`config.mk`:
```
export PLATFORM = sky130hd
export DESIGN_NAME = speed_tick_gen_flat
export DESIGN_NICKNAME = d
export VERILOG_FILES = /design/src/rtl/speed_tick_gen_if.sv /design/src/rtl/speed_tick_gen.sv /design/src/flat_wrapper.sv
export SDC_FILE = /design/constraint.sdc
export NUM_CORES = 1
export LEC_CHECK = 0
export ABC_CLOCK_PERIOD_IN_PS = 7480
export BUFFER_PORTS_ARGS = -buffer_cell sky130_fd_sc_hd__buf_2
export CELL_PAD_IN_SITES_DETAIL_PLACEMENT = 1
export CELL_PAD_IN_SITES_GLOBAL_PLACEMENT = 1
export CORE_AREA = 8 8 142 144
export DETAILED_ROUTE_END_ITERATION = 12
export DIE_AREA = 0 0 150 152
export GPL_ROUTABILITY_DRIVEN = 0
export PLACE_DENSITY_LB_ADDON = 0.1
export SLEW_MARGIN = 10
export SYNTH_ARGS = -nofsm -noshare
export SYNTH_HDL_FRONTEND = slang
export SYNTH_SLANG_ARGS = --single-unit
export TNS_END_PERCENT = 50
```
`constraint.sdc`:
```
create_clock -name clk -period 7.48 [get_ports clk]
set_input_delay 1.496 -clock clk [delete_from_list [all_inputs] [get_ports clk]]
set_output_delay 1.496 -clock clk [all_outputs]
set_load 0.005 [all_outputs]
```
`src/rtl/speed_tick_gen_if.sv`:
```
// Control and tick bundle for speed_tick_gen: per-channel enables, shared speed and restart in;
// per-channel tick pulses and divided clocks out.
interface speed_tick_gen_if #(
    parameter int unsigned CH      = 2,
    parameter int unsigned SCORE_W = 4
);
    logic [CH-1:0]      en;
    logic               restart;
    logic [SCORE_W-1:0] score;
    logic [CH-1:0]      tick;
    logic [CH-1:0]      div_clk;

    modport master (
        output en,
        output restart,
        output score,
        input  tick,
        input  div_clk
    );

    modport slave (
        input  en,
        input  restart,
        input  score,
        output tick,
        output div_clk
    );
endinterface

```
`src/rtl/speed_tick_gen.sv`:
```
// Multi-channel phase-accumulator tick generator. Each channel adds BASE_STEP + latched score per
// cycle and wraps at EXPIRE, keeping the remainder so the long-run tick rate has no drift.
module speed_tick_gen #(
    parameter int unsigned CH        = 2,
    parameter int unsigned SCORE_W   = 4,
    parameter int unsigned CNT_W     = 32,
    parameter int unsigned BASE_STEP = 25,
    parameter int unsigned EXPIRE    = 250000000
) (
    input  logic               clk,
    input  logic               rst_n,
    speed_tick_gen_if.slave    bus
);

    localparam logic [CNT_W-1:0] ExpireC = CNT_W'(EXPIRE);
    localparam logic [CNT_W-1:0] BaseC   = CNT_W'(BASE_STEP);

    // Channels start evenly spread over one period so their ticks do not coincide.
    function automatic logic [CNT_W-1:0] preload(input int unsigned k);
        return CNT_W'((64'(k) * 64'(EXPIRE)) / 64'(CH));
    endfunction

    logic [CNT_W-1:0]   acc_q [CH];
    logic [CNT_W-1:0]   acc_d [CH];
    logic [SCORE_W-1:0] lat_q [CH];
    logic [SCORE_W-1:0] lat_d [CH];
    logic [CNT_W-1:0]   sum   [CH];
    logic [CH-1:0]      tick_q, tick_d;
    logic [CH-1:0]      div_q, div_d;

    always_comb begin
        tick_d = '0;
        div_d  = div_q;
        for (int unsigned k = 0; k < CH; k++) begin
            acc_d[k] = acc_q[k];
            lat_d[k] = lat_q[k];
            sum[k]   = acc_q[k] + BaseC + CNT_W'(lat_q[k]);
            if (bus.restart) begin
                acc_d[k] = preload(k);
                div_d[k] = 1'b0;
                lat_d[k] = bus.score;
            end else if (bus.en[k]) begin
                if (sum[k] >= ExpireC) begin
                    // Remainder is carried so fractional periods accumulate correctly.
                    acc_d[k]  = sum[k] - ExpireC;
                    tick_d[k] = 1'b1;
                    div_d[k]  = ~div_q[k];
                    lat_d[k]  = bus.score;
                end else begin
                    acc_d[k] = sum[k];
                end
            end
        end
    end

    always_ff @(posedge clk or negedge rst_n) begin
        if (!rst_n) begin
            tick_q <= '0;
            div_q  <= '0;
            for (int unsigned k = 0; k < CH; k++) begin
                acc_q[k] <= preload(k);
                lat_q[k] <= '0;
            end
        end else begin
            tick_q <= tick_d;
            div_q  <= div_d;
            for (int unsigned k = 0; k < CH; k++) begin
                acc_q[k] <= acc_d[k];
                lat_q[k] <= lat_d[k];
            end
        end
    end

    assign bus.tick    = tick_q;
    assign bus.div_clk = div_q;

endmodule
```
`src/flat_wrapper.sv`:
```
// flat-port wrapper written by rule: the top's interface ports become plain ports
module speed_tick_gen_flat 
#(
    parameter int unsigned CH        = 2,
    parameter int unsigned SCORE_W   = 4,
    parameter int unsigned CNT_W     = 32,
    parameter int unsigned BASE_STEP = 25,
    parameter int unsigned EXPIRE    = 250000000
)
  (clk, rst_n, bus_en, bus_restart, bus_score, bus_tick, bus_div_clk);
  speed_tick_gen_if #(.CH(CH), .SCORE_W(SCORE_W)) bus_i ();
  input  logic clk;
  input  logic rst_n;
  input wire logic [$bits(bus_i.en)-1:0] bus_en;
  input wire logic [$bits(bus_i.restart)-1:0] bus_restart;
  input wire logic [$bits(bus_i.score)-1:0] bus_score;
  output wire logic [$bits(bus_i.tick)-1:0] bus_tick;
  output wire logic [$bits(bus_i.div_clk)-1:0] bus_div_clk;
  assign bus_i.en = bus_en;
  assign bus_i.restart = bus_restart;
  assign bus_i.score = bus_score;
  assign bus_tick = bus_i.tick;
  assign bus_div_clk = bus_i.div_clk;
  speed_tick_gen #(.CH(CH), .SCORE_W(SCORE_W), .CNT_W(CNT_W), .BASE_STEP(BASE_STEP), .EXPIRE(EXPIRE)) u_core (.clk(clk), .rst_n(rst_n), .bus(bus_i));
endmodule
```
==> metrics, run 1 <==
commonest non-fill, non-tap cell in the layout nor2_1; GR Overflow Total 0; final setup fails 0; drt pass-1 iters 5; CP endpoint kind flop; Startpoint Class flop; Routed WL per cell 19.5 µm; nets@finish 887; power density cells 399 nW/µm²; reg-to-reg slack, setup 2110 ps; initial antenna violation count 0; clk slew on worst S/H paths 70 ps; sequential-to-total area share from yosys stat 27.5%; antenna-violating nets left 0; total track usage 19.0%; HP Class reg -> reg; Row Count 49; Yosys top cell area share 22.6%; die area 22800 µm²; Max Clk Rate 186 MHz; vias in the first global route 6779; Synth Cell Area 6980 µm²; Worst-Skew Late Latency 360 ps; most frequent cells in the layout 103 x nor2_1, 84 x nand2_1, 63 x dfrtp_1; final clock skew 12.1 ps; launch point of the worst hold path u_core.lat_q[4]; Final period util 71.7%; Final Max Tran Viols 0; final wirelength 21200 µm; outcome finished, final reports clean; Final Worst Setup Slack 2110 ps; Core Footprint 17800 µm²; dominant synthesized flop cell dfrtp_1; post-synth cell types 85; CP Launch Point u_core.lat_q[2]; hold path cells 1; Resize count post-CTS 0; Port Buffers 12; Die W 150 µm; net count after synthesis 917; CP max FO 13; final setup TNS 0 ps; Critical Path AT 5590 ps; Worst slew margin 28.0%; largest cells by area after synthesis dfrtp_1 23%, nor2_1 5.5%, xnor2_1 5.3%; Critical Path RT 7710 ps; VDD IR max 212 µV; CTS Buf Count 9; Initial DRC Count 321; Setup Buffers After CTS 0; Synth area leader dfrtp_1; r2r startpoint u_core.lat_q[2]; Reg-to-Reg End u_core.acc_q[29]; WHS Endpoint u_core.lat_q[4]; measured slew at the worst slew-check pin 1080 ps; Residual DRC 0; Vias 6660; number of synthesized flops with an enable pin 0; number of max-cap violations 0; CTS Buffer Depth 2; syn_area_per_cell 7.88 µm²; RSZ-0062 raised after global routing no; YS warnings 0; share of cells above drive strength 1 11.7%; Detailed Place HPWL 14900 µm; ys async rst share 100%; htree depth 3; CTS root buffer clkbuf_16; fin crit period 5370 ps; Starting Density 39.3%; largest net degree at the start of global routing 77; CTS tree done; die height 152 µm; Diodes inserted 0; Synth-to-Final Area Change 6.36%; Crit Path Class reg -> reg; Vias/cell 6.11; Mapped Cells 886; Register-to-Register Path Depth 13; P_leak 0.00296 µW; Fin. Hold Viols 0; clock sinks 76; #FFs+latches synth 76; Top Ports 13; Hold Buf Count CTS 0; Post-Place Worst Slack 2180 ps; first-pass GRT wire length 35600 µm
[critical path, stage by stage, from the launching register on]
cell	delay (ps)
dfrtp_1	390
ha_1	340
ha_1	320
a21oi_1	220
o211a_1	530
nor2_1	140
o311ai_0	590
o21ai_0	470
a2111oi_0	840
o31a_1	320
nor2_1	90
or4_1	460
a21oi_1	180
mux2_1	340
[cell type report]
cell class              count  area [µm²]
fillers                  2190       10400
multi-input cells         720        4700
flip-flops and latches     76        1920
well taps                 229         287
clock buffers               9         225
inverters                  32         120
repair buffers             17         100
clock inverters             7        81.3
[synthesized netlist by cell type (17+ instances only)]
master	count
and3_1	27
mux2i_1	18
nand4_1	23
nor3_1	17
xnor2_1	42
nor2b_1	17
mux2_2	21
nor2_1	103
dfrtp_1	63
nand2_1	84
ha_1	20
inv_1	32
xor2_1	21
nand3_1	45
o21ai_0	37
clkbuf_1	34
a21oi_1	56
[where the power goes]
part | switching [µW] | internal (µW) | leakage (µW)
sequential | 213 | 560 | 0.000972
combinational | 1020 | 699 | 0.00184
clock | 208 | 264 | 0.000147
total | 1440 | 1520 | 0.00296
[worst max-delay path by stage]
| stage | end | slack, ps | depth (start not counted) |
|---|---|---|---|
| CTS | u_core.acc_q[29] | 2100 | 13 |
| finish | u_core.acc_q[29] | 2110 | 13 |
| global placement | u_core.acc_q[29] | 2140 | 13 |
| floorplan | u_core.acc_q[29] | 3090 | 16 |
| global route | u_core.acc_q[29] | 1650 | 13 |
| detailed placement | u_core.acc_q[29] | 2180 | 13 |
[registers in the layout, indices dropped and copies added (netlist names)]
register and count:
u_core.lat_q 8, u_core.acc_q 64, u_core.bus.div_clk 2, u_core.bus.tick 2
[kinds of logic (layout without fill, tap and decap cells)]
family / Yosys count / count (layout) / synth area share (%)
adder cells (fa/ha/maj): 23 / 23 / 4.30
AND/OR/NAND/NOR: 380 / 380 / 27.7
AO/OA/AOI/OAI: 214 / 214 / 21.2
flip-flops: 76 / 76 / 27.5
XOR/XNOR: 63 / 63 / 7.90
buffers and inverters: 90 / 65 / 5.28
multiplexers: 40 / 40 / 6.13
[per-stage QoR]
| stage | hold WS (ps) | power [µW] | util (%) | std cells | area, µm² |
|---|---|---|---|---|---|
| 6_report | 511 | 2960 | 41.8 | 1090 | 7430 |
| 5_1_grt | 539 | 3220 | 41.8 | 1090 | 7430 |
| 4_1_cts | 519 | 2980 | 41.8 | 1090 | 7430 |
| 3_5_place_dp | 503 | 2480 | 40.1 | 1074 | 7120 |
| 3_3_place_gp | 492 | 2440 | 40.1 | 1074 | 7120 |
| 2_1_floorplan | 479 | 2090 | - | 886 | 6980 |
[metal layers]
layer	global-route usage, %	part of all wire [%]	up-vias
met3	2.08	2.5	24
met5	0	0	-
li1	-	-	3159
met4	5.62	1.4	0
met2	32.5	50	86
met1	24.4	46	3391
No activity file was read; power rests on OpenSTA's default activity.
==> run 2, diff against run 1 <==
Settings changed: ABC_AREA from default to 1, ABC_CLOCK_PERIOD_IN_PS 7480 to 5350, CORE_AREA 8 8 142 144 to 8 8 150 152, DIE_AREA 0 0 150 152 to 0 0 158 160.
Clock period 7.48 ns to 5.35 ns, I/O delays scaled along.
==> run 2 against run 1 <==
Setup slack got worse by 800 ps. Flip-flop and latch count stayed put. Synthesized cell count up 52%. Clock power rose by 42%.
==> metrics, run 2 <==
Synth Area in Compound Gates 5.39%; drt pass-1 iters 9; outcome finished, final reports clean; RSZ-0062 raised after global routing no; main combinational cell family by area after synthesis simple AND/OR/NAND/NOR gates; initial antenna violation count 0; clk slew on worst S/H paths 80 ps; Critical Path RT 5650 ps; most common cell in the netlist nand2_1; die area 25300 µm²; Synth Area in Simple Gates 53.0%; Worst slew margin 52.8%; YS warnings 0; die height 160 µm; ys async rst share 100%; final setup TNS 0 ps; sequential-to-total area share from yosys stat 24.2%; commonest non-fill, non-tap cell in the layout nand2_1; Regs by FF count u_core.acc_q (64), u_core.lat_q (8); number of max-cap violations 0; CP max FO 34; Fin. Hold Viols 0; final clock skew 13.2 ps; Core Footprint 20000 µm²; antenna-violating nets left 0; Final Core Density 42.6%; Placed Instances 1615; CP endpoint kind flop; Synth area leader nand2_1; final setup fails 0; net count after synthesis 1379; Die W 158 µm; Row Count 52; number of synthesized flops with an enable pin 0; syn_area_per_cell 5.89 µm²; power density cells 397 nW/µm²; CP cell instances ha_1, ha_1, fa_1, nand3_1, nand3_1, nand3_1, nand2_1, nand2_1, nand2_1, inv_1, nand2_1, nand2_2, nand2_1, nand2_1, nand3_2, nand3_4, nand2_2, nand2_2, nand2_1, o21ai_1; WP buf/inv 1; Vias/cell 5.18; CTS tree done; total track usage 23.0%; GR Overflow Total 0; CTS Buf Count 9; vias in the first global route 8829; Synth-to-Final Area Change 7.50%; P_leak 0.00443 µW; Routed WL per cell 17.3 µm; Crit Path Class reg -> reg; Detailed Place HPWL 22300 µm; most frequent cells in the layout 516 x nand2_1, 166 x inv_1, 165 x nand3_1; Biggest register u_core.acc_q; share of cells above drive strength 1 10.9%; dominant synthesized flop cell dfrtp_1; largest cells by area after synthesis nand2_1 24%, dfrtp_1 20%, nand3_1 10%; measured slew at the worst slew-check pin 707 ps; Yosys top cell area share 24.4%; Synth Area in XOR/XNOR 2.74%; final wirelength 28300 µm; first-pass GRT wire length 46100 µm; Setup Buffers After CTS 0; Residual DRC 0; Resize count post-CTS 0; Max Clk Rate 248 MHz; largest stage delay on the critical path 460 ps; CTS root buffer clkbuf_16; Worst-Skew Late Latency 370 ps; Port Buffers 12; Startpoint Class flop; Worst path slowest cell fa_1; clock sinks 76; Final Max Tran Viols 0; Diodes inserted 0; Adder-Cell Fraction of Synth Area 3.66%; most frequent cells after synthesis 516 x nand2_1, 166 x inv_1, 165 x nand3_1; #FFs+latches synth 76; post-synth cell types 44; htree depth 3; max reg flops 64; HP Class reg -> reg; Synth Cell Area 7940 µm²; filler instances 2832; Final Non-Filler Cells 1631; CTS Buffer Depth 2; Top Ports 13; largest net degree at the start of global routing 49; Vias 8456; Final period util 75.4%; cell mode on critical path nand2_1; VDD IR max 168 µV; Mapped Cells 1348; Hold Buf Count CTS 0; post-synthesis mux area share 0%; Starting Density 39.6%; Critical Path AT 4330 ps; CP delay by family, top simple AND/OR/NAND/NOR gates; nets@finish 1387; Initial DRC Count 345; fin crit period 4030 ps
-- run 2: path summary, 6_finish.rpt --
path | startpoint | to | slack [ps] | cells after the start
min | u_core.bus.div_clk[1] | u_core.bus.div_clk[1] | 480 | 1
max in group asynchronous | rst_n | u_core.acc_q[19] | 3670 | 2
min in group asynchronous | rst_n | u_core.acc_q[46] | 630 | 1
min reg2reg | u_core.bus.div_clk[1] | u_core.bus.div_clk[1] | 480 | 1
max reg2reg | u_core.lat_q[5] | u_core.lat_q[4] | 1320 | 20
max | u_core.lat_q[5] | u_core.lat_q[4] | 1320 | 20
-- run 2: through the flow --
stage / hold slack, ps / setup WS (ps) / cell area, µm² / total power, µW
2_1_floorplan: 448 / 2350 / 7940 / 2230
3_3_place_gp: 464 / 1370 / 8230 / 2680
3_5_place_dp: 467 / 1310 / 8230 / 2720
4_1_cts: 481 / 1240 / 8540 / 3410
5_1_grt: 514 / 949 / 8540 / 3670
6_report: 479 / 1320 / 8540 / 3390
-- run 2: worst reg2reg max path, stage by stage (launching register included) --
cell and delay, ps:
dfrtp_1 400, ha_1 300, ha_1 240, fa_1 460, nand3_1 120, nand3_1 180, nand3_1 160, nand2_1 150
nand2_1 140, nand2_1 80, inv_1 60, nand2_1 90, nand2_2 160, nand2_1 70, nand2_1 150, nand3_2 320
nand3_4 460, nand2_2 160, nand2_2 150, nand2_1 70, o21ai_1 70
-- run 2: final cells by class --
type	count	area [µm²]	share of cell area [%]
clock buffer	9	225	2.64
clock inverter	7	76.3	0.894
inverter	195	732	8.58
multi-input combinational	1057	5150	60.3
sequential	76	1920	22.5
tap	270	338	3.96
timing repair buffer	17	100	1.17
-- run 2: cell families after synthesis --
group | after synthesis
adder cells (fa/ha/maj) | 22
AND/OR/NAND/NOR | 939
XOR/XNOR | 24
buffers and inverters | 215
flip-flops | 76
AO/OA/AOI/OAI | 72
-- run 2: per-layer routing --
metal	global-route usage, %	share of wire, %
met1	27.6	45
met2	40.9	50
met3	2.70	1.9
met4	8.79	3.0
met5	0	0
-- run 2: report_power, final --
part	internal [µW]	switching (µW)
Combinational	559	1280
Clock	335	339
Sequential	730	148
Total	1620	1760
